<file path="config.mk">
export PLATFORM = sky130hd
export DESIGN_NAME = jtag_tap_ctrl
export DESIGN_NICKNAME = d
export VERILOG_FILES = /design/src/rtl/jtag_tap_ctrl.sv
export SDC_FILE = /design/constraint.sdc
export NUM_CORES = 1
export LEC_CHECK = 0
export BUFFER_PORTS_ARGS = -buffer_cell sky130_fd_sc_hd__buf_2
export CORE_ASPECT_RATIO = 0.7
export CORE_MARGIN = 3
export CORE_UTILIZATION = 50
export CTS_BUF_LIST = sky130_fd_sc_hd__clkbuf_4 sky130_fd_sc_hd__clkbuf_8 sky130_fd_sc_hd__clkbuf_16
export CTS_CLUSTER_SIZE = 28
export DETAILED_ROUTE_END_ITERATION = 8
export MAX_ROUTING_LAYER = met4
export PLACE_DENSITY = 0.73
export SYNTH_ARGS = -nofsm -noshare
export SYNTH_HDL_FRONTEND = slang
export SYNTH_SLANG_ARGS = --single-unit
</file>
<file path="constraint.sdc">
create_clock -name clk -period 2.3 [get_ports clk]
set_clock_uncertainty 0.1 [all_clocks]
set_input_delay 0.23 -clock clk [delete_from_list [all_inputs] [get_ports clk]]
set_output_delay 0.23 -clock clk [all_outputs]
set_load 0.02 [all_outputs]
</file>
<file path="src/rtl/jtag_tap_ctrl.sv">
// IEEE 1149.1-style TAP controller: 16-state FSM, instruction register and
// BYPASS / IDCODE / USER data registers bridging a serial port to core logic.
module jtag_tap_ctrl #(
    parameter int          DEFAULT    = 32,
    parameter int          IR_W       = 4,
    parameter logic [31:0] IDCODE_VAL = 32'h1BEE_F001
) (
    input  logic               clk,
    input  logic               rst,
    input  logic               tms,
    input  logic               tdi,
    output logic               tdo,
    output logic               tdo_en,
    input  logic [DEFAULT-1:0] core_din,
    output logic [DEFAULT-1:0] core_dout,
    output logic               core_capture,
    output logic               core_update,
    output logic [IR_W-1:0]    ir,
    output logic [3:0]         tap_state
);

    typedef enum logic [3:0] {
        TLR      = 4'hF, RTI      = 4'hC,
        SEL_DR   = 4'h7, CAP_DR   = 4'h6, SH_DR  = 4'h2, EX1_DR = 4'h1,
        PAUSE_DR = 4'h3, EX2_DR   = 4'h0, UPD_DR = 4'h5,
        SEL_IR   = 4'h4, CAP_IR   = 4'hE, SH_IR  = 4'hA, EX1_IR = 4'h9,
        PAUSE_IR = 4'hB, EX2_IR   = 4'h8, UPD_IR = 4'hD
    } tap_state_t;

    localparam logic [IR_W-1:0] IR_IDCODE  = IR_W'(4'b0001);
    localparam logic [IR_W-1:0] IR_USER    = IR_W'(4'b0010);
    localparam logic [IR_W-1:0] IR_CAPTURE = IR_W'(2'b01);

    tap_state_t         state_r, next_state_s;
    logic [IR_W-1:0]    ir_r, ir_sr_r, nxt_ir_s, nxt_ir_sr_s;
    logic [31:0]        id_sr_r, nxt_id_sr_s;
    logic [DEFAULT-1:0] user_sr_r, nxt_user_sr_s, dout_r;
    logic               bp_r, nxt_bp_s;
    logic               sel_id_s, sel_user_s, tdo_next_s;
    logic               tdo_r, tdo_en_r, capture_r, update_r;

    // TAP state register
    always_ff @(posedge clk) begin
        if (rst) begin
            state_r <= TLR;
        end else begin
            state_r <= next_state_s;
        end
    end

    // TAP next-state decode from TMS
    always_comb begin
        next_state_s = TLR;
        case (state_r)
            TLR:      next_state_s = tms ? TLR    : RTI;
            RTI:      next_state_s = tms ? SEL_DR : RTI;
            SEL_DR:   next_state_s = tms ? SEL_IR : CAP_DR;
            CAP_DR:   next_state_s = tms ? EX1_DR : SH_DR;
            SH_DR:    next_state_s = tms ? EX1_DR : SH_DR;
            EX1_DR:   next_state_s = tms ? UPD_DR : PAUSE_DR;
            PAUSE_DR: next_state_s = tms ? EX2_DR : PAUSE_DR;
            EX2_DR:   next_state_s = tms ? UPD_DR : SH_DR;
            UPD_DR:   next_state_s = tms ? SEL_DR : RTI;
            SEL_IR:   next_state_s = tms ? TLR    : CAP_IR;
            CAP_IR:   next_state_s = tms ? EX1_IR : SH_IR;
            SH_IR:    next_state_s = tms ? EX1_IR : SH_IR;
            EX1_IR:   next_state_s = tms ? UPD_IR : PAUSE_IR;
            PAUSE_IR: next_state_s = tms ? EX2_IR : PAUSE_IR;
            EX2_IR:   next_state_s = tms ? UPD_IR : SH_IR;
            UPD_IR:   next_state_s = tms ? SEL_DR : RTI;
            default:  next_state_s = TLR;
        endcase
    end

    // Instruction decode; unknown codes fall through to BYPASS
    always_comb begin
        sel_id_s   = (ir_r == IR_IDCODE);
        sel_user_s = (ir_r == IR_USER);
    end

    // Next values of IR and the data registers for the current state
    always_comb begin
        nxt_ir_s      = ir_r;
        nxt_ir_sr_s   = ir_sr_r;
        nxt_id_sr_s   = id_sr_r;
        nxt_user_sr_s = user_sr_r;
        nxt_bp_s      = bp_r;
        case (state_r)
            TLR:    nxt_ir_s    = IR_IDCODE;
            CAP_IR: nxt_ir_sr_s = IR_CAPTURE;
            SH_IR:  nxt_ir_sr_s = {tdi, ir_sr_r[IR_W-1:1]};
            UPD_IR: nxt_ir_s    = ir_sr_r;
            CAP_DR: begin
                if (sel_id_s) begin
                    nxt_id_sr_s = IDCODE_VAL;
                end else if (sel_user_s) begin
                    nxt_user_sr_s = core_din;
                end else begin
                    nxt_bp_s = 1'b0;
                end
            end
            SH_DR: begin
                if (sel_id_s) begin
                    nxt_id_sr_s = {tdi, id_sr_r[31:1]};
                end else if (sel_user_s) begin
                    nxt_user_sr_s = {tdi, user_sr_r[DEFAULT-1:1]};
                end else begin
                    nxt_bp_s = tdi;
                end
            end
            default: nxt_ir_s = ir_r;
        endcase
    end

    // TDO is precomputed from next register contents so the pin is a flop
    always_comb begin
        tdo_next_s = 1'b0;
        if (next_state_s == SH_IR) begin
            tdo_next_s = nxt_ir_sr_s[0];
        end else if (next_state_s == SH_DR) begin
            if (nxt_ir_s == IR_IDCODE) begin
                tdo_next_s = nxt_id_sr_s[0];
            end else if (nxt_ir_s == IR_USER) begin
                tdo_next_s = nxt_user_sr_s[0];
            end else begin
                tdo_next_s = nxt_bp_s;
            end
        end else begin
            tdo_next_s = 1'b0;
        end
    end

    // Register file, core handshake and registered serial outputs
    always_ff @(posedge clk) begin
        if (rst) begin
            ir_r      <= IR_IDCODE;
            ir_sr_r   <= '0;
            id_sr_r   <= '0;
            user_sr_r <= '0;
            bp_r      <= 1'b0;
            dout_r    <= '0;
            update_r  <= 1'b0;
            capture_r <= 1'b0;
            tdo_r     <= 1'b0;
            tdo_en_r  <= 1'b0;
        end else begin
            ir_r      <= nxt_ir_s;
            ir_sr_r   <= nxt_ir_sr_s;
            id_sr_r   <= nxt_id_sr_s;
            user_sr_r <= nxt_user_sr_s;
            bp_r      <= nxt_bp_s;
            if ((state_r == UPD_DR) && sel_user_s) begin
                dout_r   <= user_sr_r;
                update_r <= 1'b1;
            end else begin
                update_r <= 1'b0;
            end
            capture_r <= (next_state_s == CAP_DR) && (nxt_ir_s == IR_USER);
            tdo_r     <= tdo_next_s;
            tdo_en_r  <= (next_state_s == SH_DR) || (next_state_s == SH_IR);
        end
    end

    assign tap_state    = state_r;
    assign ir           = ir_r;
    assign tdo          = tdo_r;
    assign tdo_en       = tdo_en_r;
    assign core_dout    = dout_r;
    assign core_update  = update_r;
    assign core_capture = capture_r;

endmodule

</file>
==> qor.csv, run 1 <==
metric;value;unit
maximum vdd drop;0.000497;V
setup TNS;0;ns
H-tree levels;4;
Area Overhead vs Synth;27.1;%
Root Buffer;clkbuf_16;
layout cells sized above 1;22.8;%
Top FF cell, synth;dfxtp_1;
Core Rows;28;
largest net degree at the start of global routing;63;
number of routed nets with antenna violations;0;
Worst Max-Slew Pin Slew;0.506;ns
Setup WS pre-CTS;0.175;ns
initial antenna violation count;0;
hold buffers post-CTS;0;
vias;3905;
status;finished, final reports clean;
max cap viols;0;
clk_lat worst skew;0.41;ns
fin crit share;93.1;%
GRT Total Usage;22.4;%
Synth Area in Compound Gates;13.1;%
Pre-Repair DR Iteration Count;6;
XOR/XNOR Fraction of Synth Area;0.195;%
CTS Buf Count;17;
IO buf count;79;
Mapped Avg Cell Area;8.55;sq um
Sink Count;113;
largest family of logic cells by synthesized area;simple AND/OR/NAND/NOR gates;
post-synthesis simple-gate area fraction;23.7;%
Starting DRT DRC Count;314;
vias in the first global route;3721;
internal power;4180;uW
Reg power frac;38.0;%
final setup vio count;0;
post-synthesis mux area share;8.29;%
number of enable flip-flop cells after synthesis;0;
Crit Path Max Fanout;33;
kind of critical path;register to register;
max-slew violations;0;
slew margin rel.;66.3;%
unrepaired setup endpoints after global routing;false;
Ant. Diodes;0;
via density per instance;5.36;
Core Area;0.00858;sq mm
Placer Congestion;0.805;
synthesized-area fraction occupied by adder cells;0;%
final cell count without fillers;729;
height of the die;85.3;microns
Reg clk slew, reported paths;0.05;ns
first-pass GRT wire length;17.8;mm
Clock Power Share;54.6;%
CP Launch Type;register;
Post-route DRC;0;
Finished Core Util;66.6;%
Routed Wire Length;10.5;mm
post-cts resize count;0;
Starting Density;52.4;%
die area;0.0102;sq mm
Async SR Flop Fraction;0;%
CP endpoint kind;register;
Seq/Total Area, Yosys;50.3;%
fin crit period;2.14;ns
I/O pin total;80;
Yosys warnings;0;
#FFs+latches synth;113;
Placed Area;0.00505;sq mm
Max Fclk;467;MHz
dpl hpwl;6.66;mm
CTS max path bufs;2;
drt wl/cell;14.4;microns
Worst EP required;2.47;ns
mapped cell area;0.00450;sq mm
final hold violations;0;
Switching Share;21.4;%
Post-Synthesis Net Count;562;
Gate power share;7.5;%
setup bufs post-CTS;0;
Switch Pwr;1130;uW
pwr dens;930;mW/mm^2
Leakage;0.00231;uW
die width;119;microns
Syn Inst Count;526;
GRT overflow;0;
Hold WC Path Type;primary input to register;
Yosys cell types;36;
Inst Count DP;697;
setup ws final;0.158;ns
fin nets;632;
final instance area;0.00571;sq mm
Arr. time, crit path;2.31;ns
CTS tree;built;
## final cells by class
class                      instances  area [sq um]
clock inverter                    10           180
fill                             699          2870
sequential                       113          2260
tap                              120           150
multi-input combinational        365          2060
clock buffer                      22           482
inverter                           1          3.75
timing repair buffer              98           578
## cells by family after synthesis
logic type             Yosys count
multiplexers                    37
buffers and inverters           48
XOR/XNOR                         1
AND/OR/NAND/NOR                229
AO/OA/AOI/OAI                   98
flip-flops                     113
## cell usage after synthesis, drive strengths merged, types with 3 or more instances
library cell | instances | area [sq um]
nand2 | 92 | 345
o21ai | 5 | 25.0
nor2 | 61 | 229
nor3 | 30 | 150
nor2b | 3 | 18.8
nand3 | 5 | 25.0
mux2i | 35 | 350
a211oi | 31 | 233
nor4b | 3 | 32.5
a21oi | 56 | 280
buf | 12 | 60.1
nand3b | 21 | 158
dfxtp | 113 | 2260
clkbuf | 35 | 131
## power groups by stage
stage	sequential, uW	clock [uW]	combinational [uW]
floorplan	2050	0	260
global placement	2060	0	386
detailed placement	2060	0	390
CTS	2020	2920	395
global route	2020	3020	431
finish	2020	2900	396
## worst max-delay path, cell delays in order (launching register included)
cell,delay [ns]
dfxtp_1,0.36
or4b_4,0.59
or4_1,0.49
buf_4,0.27
nand2_1,0.11
a21oi_1,0.07
## final timing paths
kind	start	endpoint	slack (ns)	cells after the start
max	ir[3]	core_dout[11]	0.16	5
min	core_din[23]	user_sr_r[23]	0.07	3
max reg2reg	ir[3]	core_dout[11]	0.16	5
min reg2reg	core_dout[25]	core_dout[25]	0.35	2
## sequential cells by signal, summed over array words and instances, names as in the netlist
| signal | cells |
|---|---|
| core_dout | 32 |
| tap_state | 4 |
| core_update | 1 |
| tdo | 1 |
| bp_r | 1 |
| ir_sr_r | 4 |
| id_sr_r | 32 |
| tdo_en | 1 |
| ir | 4 |
| core_capture | 1 |
| user_sr_r | 32 |
## layer usage
metal,track usage [%],share of wire (%)
met5,-,0
met4,7.90,0.95
met3,7.59,5.9
met2,33.5,45
met1,28.5,48
## per-stage QoR
stage          hold WS (ns)  total power [uW]
2_1_floorplan         0.294              2310
3_3_place_gp          0.339              2440
3_5_place_dp          0.343              2450
4_1_cts              0.0561              5330
5_1_grt              0.0681              5470
6_report             0.0679              5310
## cells in the final DEF (no fill, tap or decap), types with 2 or more instances in the layout
master and n:
nand3_1 5, buf_12 3, buf_4 17, or2_2 2
nor2_1 61, clkbuf_16 17, buf_2 78, o21ai_0 4
nor2b_1 3, mux2_2 2, nor3_1 30, clkinv_2 3
nand2_1 92, a211oi_1 31, clkbuf_8 3, nor4b_1 2
nand3b_1 21, a211o_1 2, and3_1 2, dfxtp_1 112
bufinv_16 5, mux2i_1 35, clkbuf_4 2, a21oi_1 56
clkinvlp_4 2, nor3b_1 2, nand2b_1 2
No activity file was read; power rests on OpenSTA's default activity.
==> run 2: changes to the inputs <==
ABC_AREA = 1   (was not set)
clock period = 2.17 ns   (was 2.3 ns; I/O delays follow)
==> run 2 against run 1 <==
Compared with the run above:
- design area is 2.2% higher
- register-to-register slack better by 0.14 ns
- combinational power rose by 60%
- total power up 7.7%
- synthesized cell count grew 13%
- first-iteration DRC count grew 0.32%
- core utilization up 1.5 points
- highest routed layer unchanged
==> qor.csv, run 2 <==
metric;value;unit
setup TNS;0;ns
Worst EP required;2.37;ns
Crit Path Max Fanout;9;
Placer Congestion;0.925;
die area;0.0101;sq mm
drt wl/cell;13.6;microns
commonest non-fill, non-tap cell in the layout;nand2_1;
fin crit share;86.3;%
unrepaired setup endpoints after global routing;false;
dpl hpwl;6.93;mm
Core Area;0.00858;sq mm
worst r2r dst;tdo;
Area Overhead vs Synth;30.8;%
die width;119;microns
final cell count without fillers;825;
ranking of synthesized cells by area;dfxtp_1, nand2_1, nor2_1;
setup ws final;0.298;ns
Max Fclk;534;MHz
H-tree levels;4;
fin nets;730;
Synth top cells by count;nand2_1, dfxtp_1, nor2_1;
Async SR Flop Fraction;0;%
Setup WS pre-CTS;0.336;ns
sequential cell area;0.00226;sq mm
clk_lat worst skew;0.40;ns
worst hold stages;3;
Mapped Avg Cell Area;7.54;sq um
multi-input logic area;0.00185;sq mm
CP Launch Type;register;
Root Buffer;clkbuf_16;
Yosys warnings;0;
Finished Core Util;68.0;%
Top FF cell, synth;dfxtp_1;
worst reg2reg setup slack;0.30;ns
GRT overflow;0;
Reg clk slew, reported paths;0.05;ns
Fin Hold WS;0.0146;ns
slew margin rel.;66.4;%
Leakage;0.00253;uW
GRT Total Usage;23.3;%
Syn Inst Count;592;
Yosys cell types;26;
Seq/Total Area, Yosys;50.7;%
final setup vio count;0;
maximum vdd drop;0.000627;V
Hold Crit Start;core_din[3];
Synth top area share;50.7;%
top-count cell post-synth;nand2_1;
I/O pin total;80;
first-pass GRT wire length;18.5;mm
Starting DRT DRC Count;315;
#FFs+latches synth;113;
commonest cells after routing, fill and taps aside;nand2_1, dfxtp_1, nor2_1;
Worst R2R Path Depth;11;
CP endpoint kind;register;
Routed Wire Length;11.2;mm
layout cells sized above 1;19.0;%
CTS tree;built;
CTS Buf Count;17;
fin crit period;1.87;ns
Sink Count;113;
mapped cell area;0.00446;sq mm
status;finished, final reports clean;
Ant. Diodes;0;
largest net degree at the start of global routing;66;
final hold violations;0;
initial antenna violation count;0;
kind of critical path;register to register;
Worst Max-Slew Pin Slew;0.504;ns
Synth area leader;dfxtp_1;
Post-Synthesis Net Count;628;
via density per instance;5.24;
max-slew violations;0;
number of enable flip-flop cells after synthesis;0;
Pre-Repair DR Iteration Count;5;
fill count;709;
Starting Density;52.0;%
Inst Count DP;764;
number of routed nets with antenna violations;0;
pwr dens;979;mW/mm^2
IO buf count;79;
height of the die;85.1;microns
max cap viols;0;
CTS max path bufs;2;
Core Rows;28;
sink of the worst hold path;user_sr_r[3];
Post-route DRC;0;
Arr. time, crit path;2.07;ns
reg2reg start;tap_state[3];
vias in the first global route;4042;
Hold WC Path Type;primary input to register;
vias;4319;
## run 2: cell count changes after synthesis, moves of 16 or more
cell      before  now
mux2i_1       35    0
nand3b_1      21    0
a31oi_1        1   31
o21ai_0        4   37
nor3_1        30    6
o21ai_1        1   27
a211oi_1      31    8
nor2_1        61   85
inv_1          1   34
clkbuf_1      35   19
nand2_1       92  149
a21oi_1       56   30
## run 2: worst max path at each step
stage                  from  endpoint  slack (ns)  cells past startpoint
2_1_floorplan  tap_state[3]       tdo        0.51                     12
3_3_place_gp   tap_state[3]       tdo        0.38                     11
3_5_place_dp   tap_state[3]       tdo        0.34                     11
4_1_cts        tap_state[3]       tdo        0.31                     11
5_1_grt        tap_state[3]       tdo        0.11                     11
6_report       tap_state[3]       tdo        0.30                     11
## run 2: report_power, final
part	leakage [uW]	internal [uW]	switching, uW
sequential	0.000912	2140	71.2
clock	0.000309	1980	895
combinational	0.00131	228	404
total	0.00253	4350	1370
## run 2: metal layers
layer	up-vias	part of all wire [%]	wire (microns)	global-route usage, %
li1	2145	-	-	-
met1	2015	45	5090	28.8
met2	142	47	5280	37.4
met3	17	6.2	697	7.06
met4	0	1.3	150	6.52
met5	-	0	0	-
## run 2: stage by stage
step                      cell area, sq um  power (uW)
after detailed placement              4910        2830
after global placement                4910        2820
after CTS                             5840        5730
final                                 5840        5720
after global routing                  5840        5940
after floorplan                       4460        2670
## run 2: kinds of logic after synthesis
group | after synthesis | synth area share [%]
AO/OA/AOI/OAI | 142 | 17.9
flip-flops | 113 | 50.7
AND/OR/NAND/NOR | 260 | 23.6
buffers and inverters | 77 | 7.79
## run 2: critical path: stages (launching register included)
cell and delay (ns):
dfxtp_1 0.58, nand2_1 0.15, inv_1 0.10, nand2_1 0.13, nand2_1 0.10, nand2_1 0.06, nor2_1 0.19, nand2_1 0.11
nand2_1 0.07, nand3_1 0.07, nand2_1 0.07, nand2_1 0.04
## run 2: timing repair
| item | 4_1_cts | 5_1_grt |
|---|---|---|
| hold buffers | 31 | 0 |
| gates resized for setup | 0 | 0 |
| hold endpoints to repair | 32 | 0 |
| setup buffers | 0 | 0 |
## run 2: layout make-up
cell class	instances	share of cell area, %
clock buffers	25	8.85
clock inverters	5	1.71
inverters	40	2.57
multi-input cells	402	31.7
flip-flops and latches	113	38.8
well taps	120	2.57
repair buffers	120	13.8
==> run 3: changes to the inputs <==
REMOVE_ABC_BUFFERS = 1   (was not set)
SLEW_MARGIN = 10   (was not set)
==> run 3 against run 2 <==
Compared with the run above:
- sequential share of layout area is 0.53 points higher
- sequential power hardly changed
- register-to-register slack better by 0.03 ns
- non-clock buffer count is 3 lower
- clock-buffer cell count is 1 lower
- maximum frequency is 1.8% higher
- sequential cell count stayed put
- highest routed layer unchanged
==> qor.csv, run 3 (synthesized netlist as in run 2, its figures left out) <==
metric;value;unit
commonest cells after routing, fill and taps aside;nand2_1, dfxtp_1, nor2_1;
Routed Wire Length;10.7;mm
Arr. time, crit path;2.04;ns
slew margin rel.;63.6;%
Reg clk slew, reported paths;0.05;ns
die width;119;microns
via density per instance;5.11;
Worst setup endpoint;tdo;
setup bufs post-CTS;0;
fin nets;727;
CP endpoint kind;register;
fin crit period;1.84;ns
reg2reg start;tap_state[3];
CTS tree;built;
Critical path origin;tap_state[3];
worst r2r dst;tdo;
Pre-Repair DR Iteration Count;6;
post-cts resize count;0;
Sink Count;113;
Post-route DRC;0;
height of the die;85.1;microns
Core Area;0.00858;sq mm
I/O pin total;80;
Ant. Diodes;0;
crit path cell chain;nand2_1 -> inv_1 -> nand2_1 -> nand2_1 -> nand2_1 -> nor2_1 -> nand2_1 -> nand2_1 -> nand3_1 -> nand2_1 -> nand2_1;
final hold violations;0;
number of routed nets with antenna violations;0;
instance count on the critical path;11;
fin crit share;84.8;%
status;finished, final reports clean;
CTS max path bufs;2;
IO buf count;79;
dpl hpwl;6.89;mm
Worst R2R Path Depth;11;
max-slew violations;0;
first-pass GRT wire length;18.0;mm
drt wl/cell;13.0;microns
setup ws final;0.330;ns
Critical-path top delay cell;dfxtp_1;
Root Buffer;clkbuf_16;
Worst Max-Slew Pin Slew;0.544;ns
initial antenna violation count;0;
layout cells sized above 1;18.8;%
largest net degree at the start of global routing;64;
Crit Path Max Fanout;9;
CP bufs+invs;1;
die area;0.0101;sq mm
Max Fclk;544;MHz
CP delay by family, top;simple AND/OR/NAND/NOR gates;
GRT Total Usage;22.8;%
Core Rows;28;
Crit path top cell by count;nand2_1;
pwr dens;945;mW/mm^2
worst reg2reg setup slack;0.33;ns
Starting Density;52.0;%
maximum vdd drop;0.000591;V
crit-path max cell delay;0.53;ns
H-tree levels;4;
Starting DRT DRC Count;388;
vias;4204;
unrepaired setup endpoints after global routing;false;
CP Launch Type;register;
commonest non-fill, non-tap cell in the layout;nand2_1;
vias in the first global route;3909;
Area Overhead vs Synth;29.0;%
Leakage;0.00250;uW
GRT overflow;0;
Finished Core Util;67.1;%
clk_lat worst skew;0.41;ns
Placer Congestion;0.846;
Setup WS pre-CTS;0.359;ns
max cap viols;0;
Hold WC Path Type;primary input to register;
CTS Buf Count;17;
hold buffers post-CTS;29;
Worst EP required;2.37;ns
final setup vio count;0;
kind of critical path;register to register;
-- run 3: cell types whose count changed in the layout (fill, tap and decap cells not counted) --
cell / previous run / this run
dlygate4sd3_1: 31 / 29
buf_4: 8 / 7
clkbuf_4: 3 / 2
bufinv_16: 3 / 1
dfxtp_2: 1 / 0
clkinv_2: 2 / 5
dfxtp_1: 112 / 113
-- run 3: area by class of cell --
class | count | area (sq um)
clock inverters | 6 | 55.1
well taps | 120 | 150
inverters | 40 | 150
multi-input cells | 402 | 1850
fillers | 713 | 2820
repair buffers | 117 | 778
flip-flops and latches | 113 | 2260
clock buffers | 24 | 509
-- run 3: layer usage --
layer | vias to the layer above | part of all wire [%] | wire length, microns | GRT usage, %
li1 | 2151 | - | - | -
met3 | 18 | 6.1 | 653 | 6.60
met2 | 129 | 45 | 4830 | 34.2
met4 | 0 | 1.5 | 157 | 9.67
met1 | 1906 | 47 | 5060 | 28.9
met5 | - | 0 | 0 | -
-- run 3: how the worst min path moves through the flow --
stage,start,endpoint,slack (ns),depth (start not counted)
after floorplan,rst,bp_r,0.19,1
after global placement,id_sr_r[8],id_sr_r[7],0.35,2
after detailed placement,id_sr_r[12],id_sr_r[11],0.35,2
after CTS,core_din[20],user_sr_r[20],0.002,3
after global routing,core_din[20],user_sr_r[20],0.01,3
final,core_din[20],user_sr_r[20],0.02,3
-- run 3: worst register-to-register path, delay by kind of cell (launching register included) --
family / cells / cell delay [ns]
AND/OR/NAND/NOR: 10 / 1.00
flip-flops: 1 / 0.53
buffers and inverters: 1 / 0.11
-- run 3: per-stage QoR --
| stage | hold WS [ns] | power (uW) | TNS [ns] | area [sq um] | std cells |
|---|---|---|---|---|---|
| after floorplan | 0.186 | 2630 | -12.35 | 4270 | 555 |
| after detailed placement | 0.353 | 2830 | 0 | 4900 | 763 |
| final | 0.0186 | 5440 | 0 | 5760 | 822 |
| after global routing | 0.0119 | 5680 | 0 | 5760 | 822 |
| after global placement | 0.346 | 2820 | 0 | 4900 | 763 |
| after CTS | 0.00183 | 5470 | 0 | 5760 | 822 |
-- run 3: report_power, final --
group	internal (uW)	switching (uW)	total, uW	leakage (uW)
Clock	1720	876	2600	0.000288
Sequential	2140	62.2	2210	0.000912
Combinational	223	416	640	0.00130
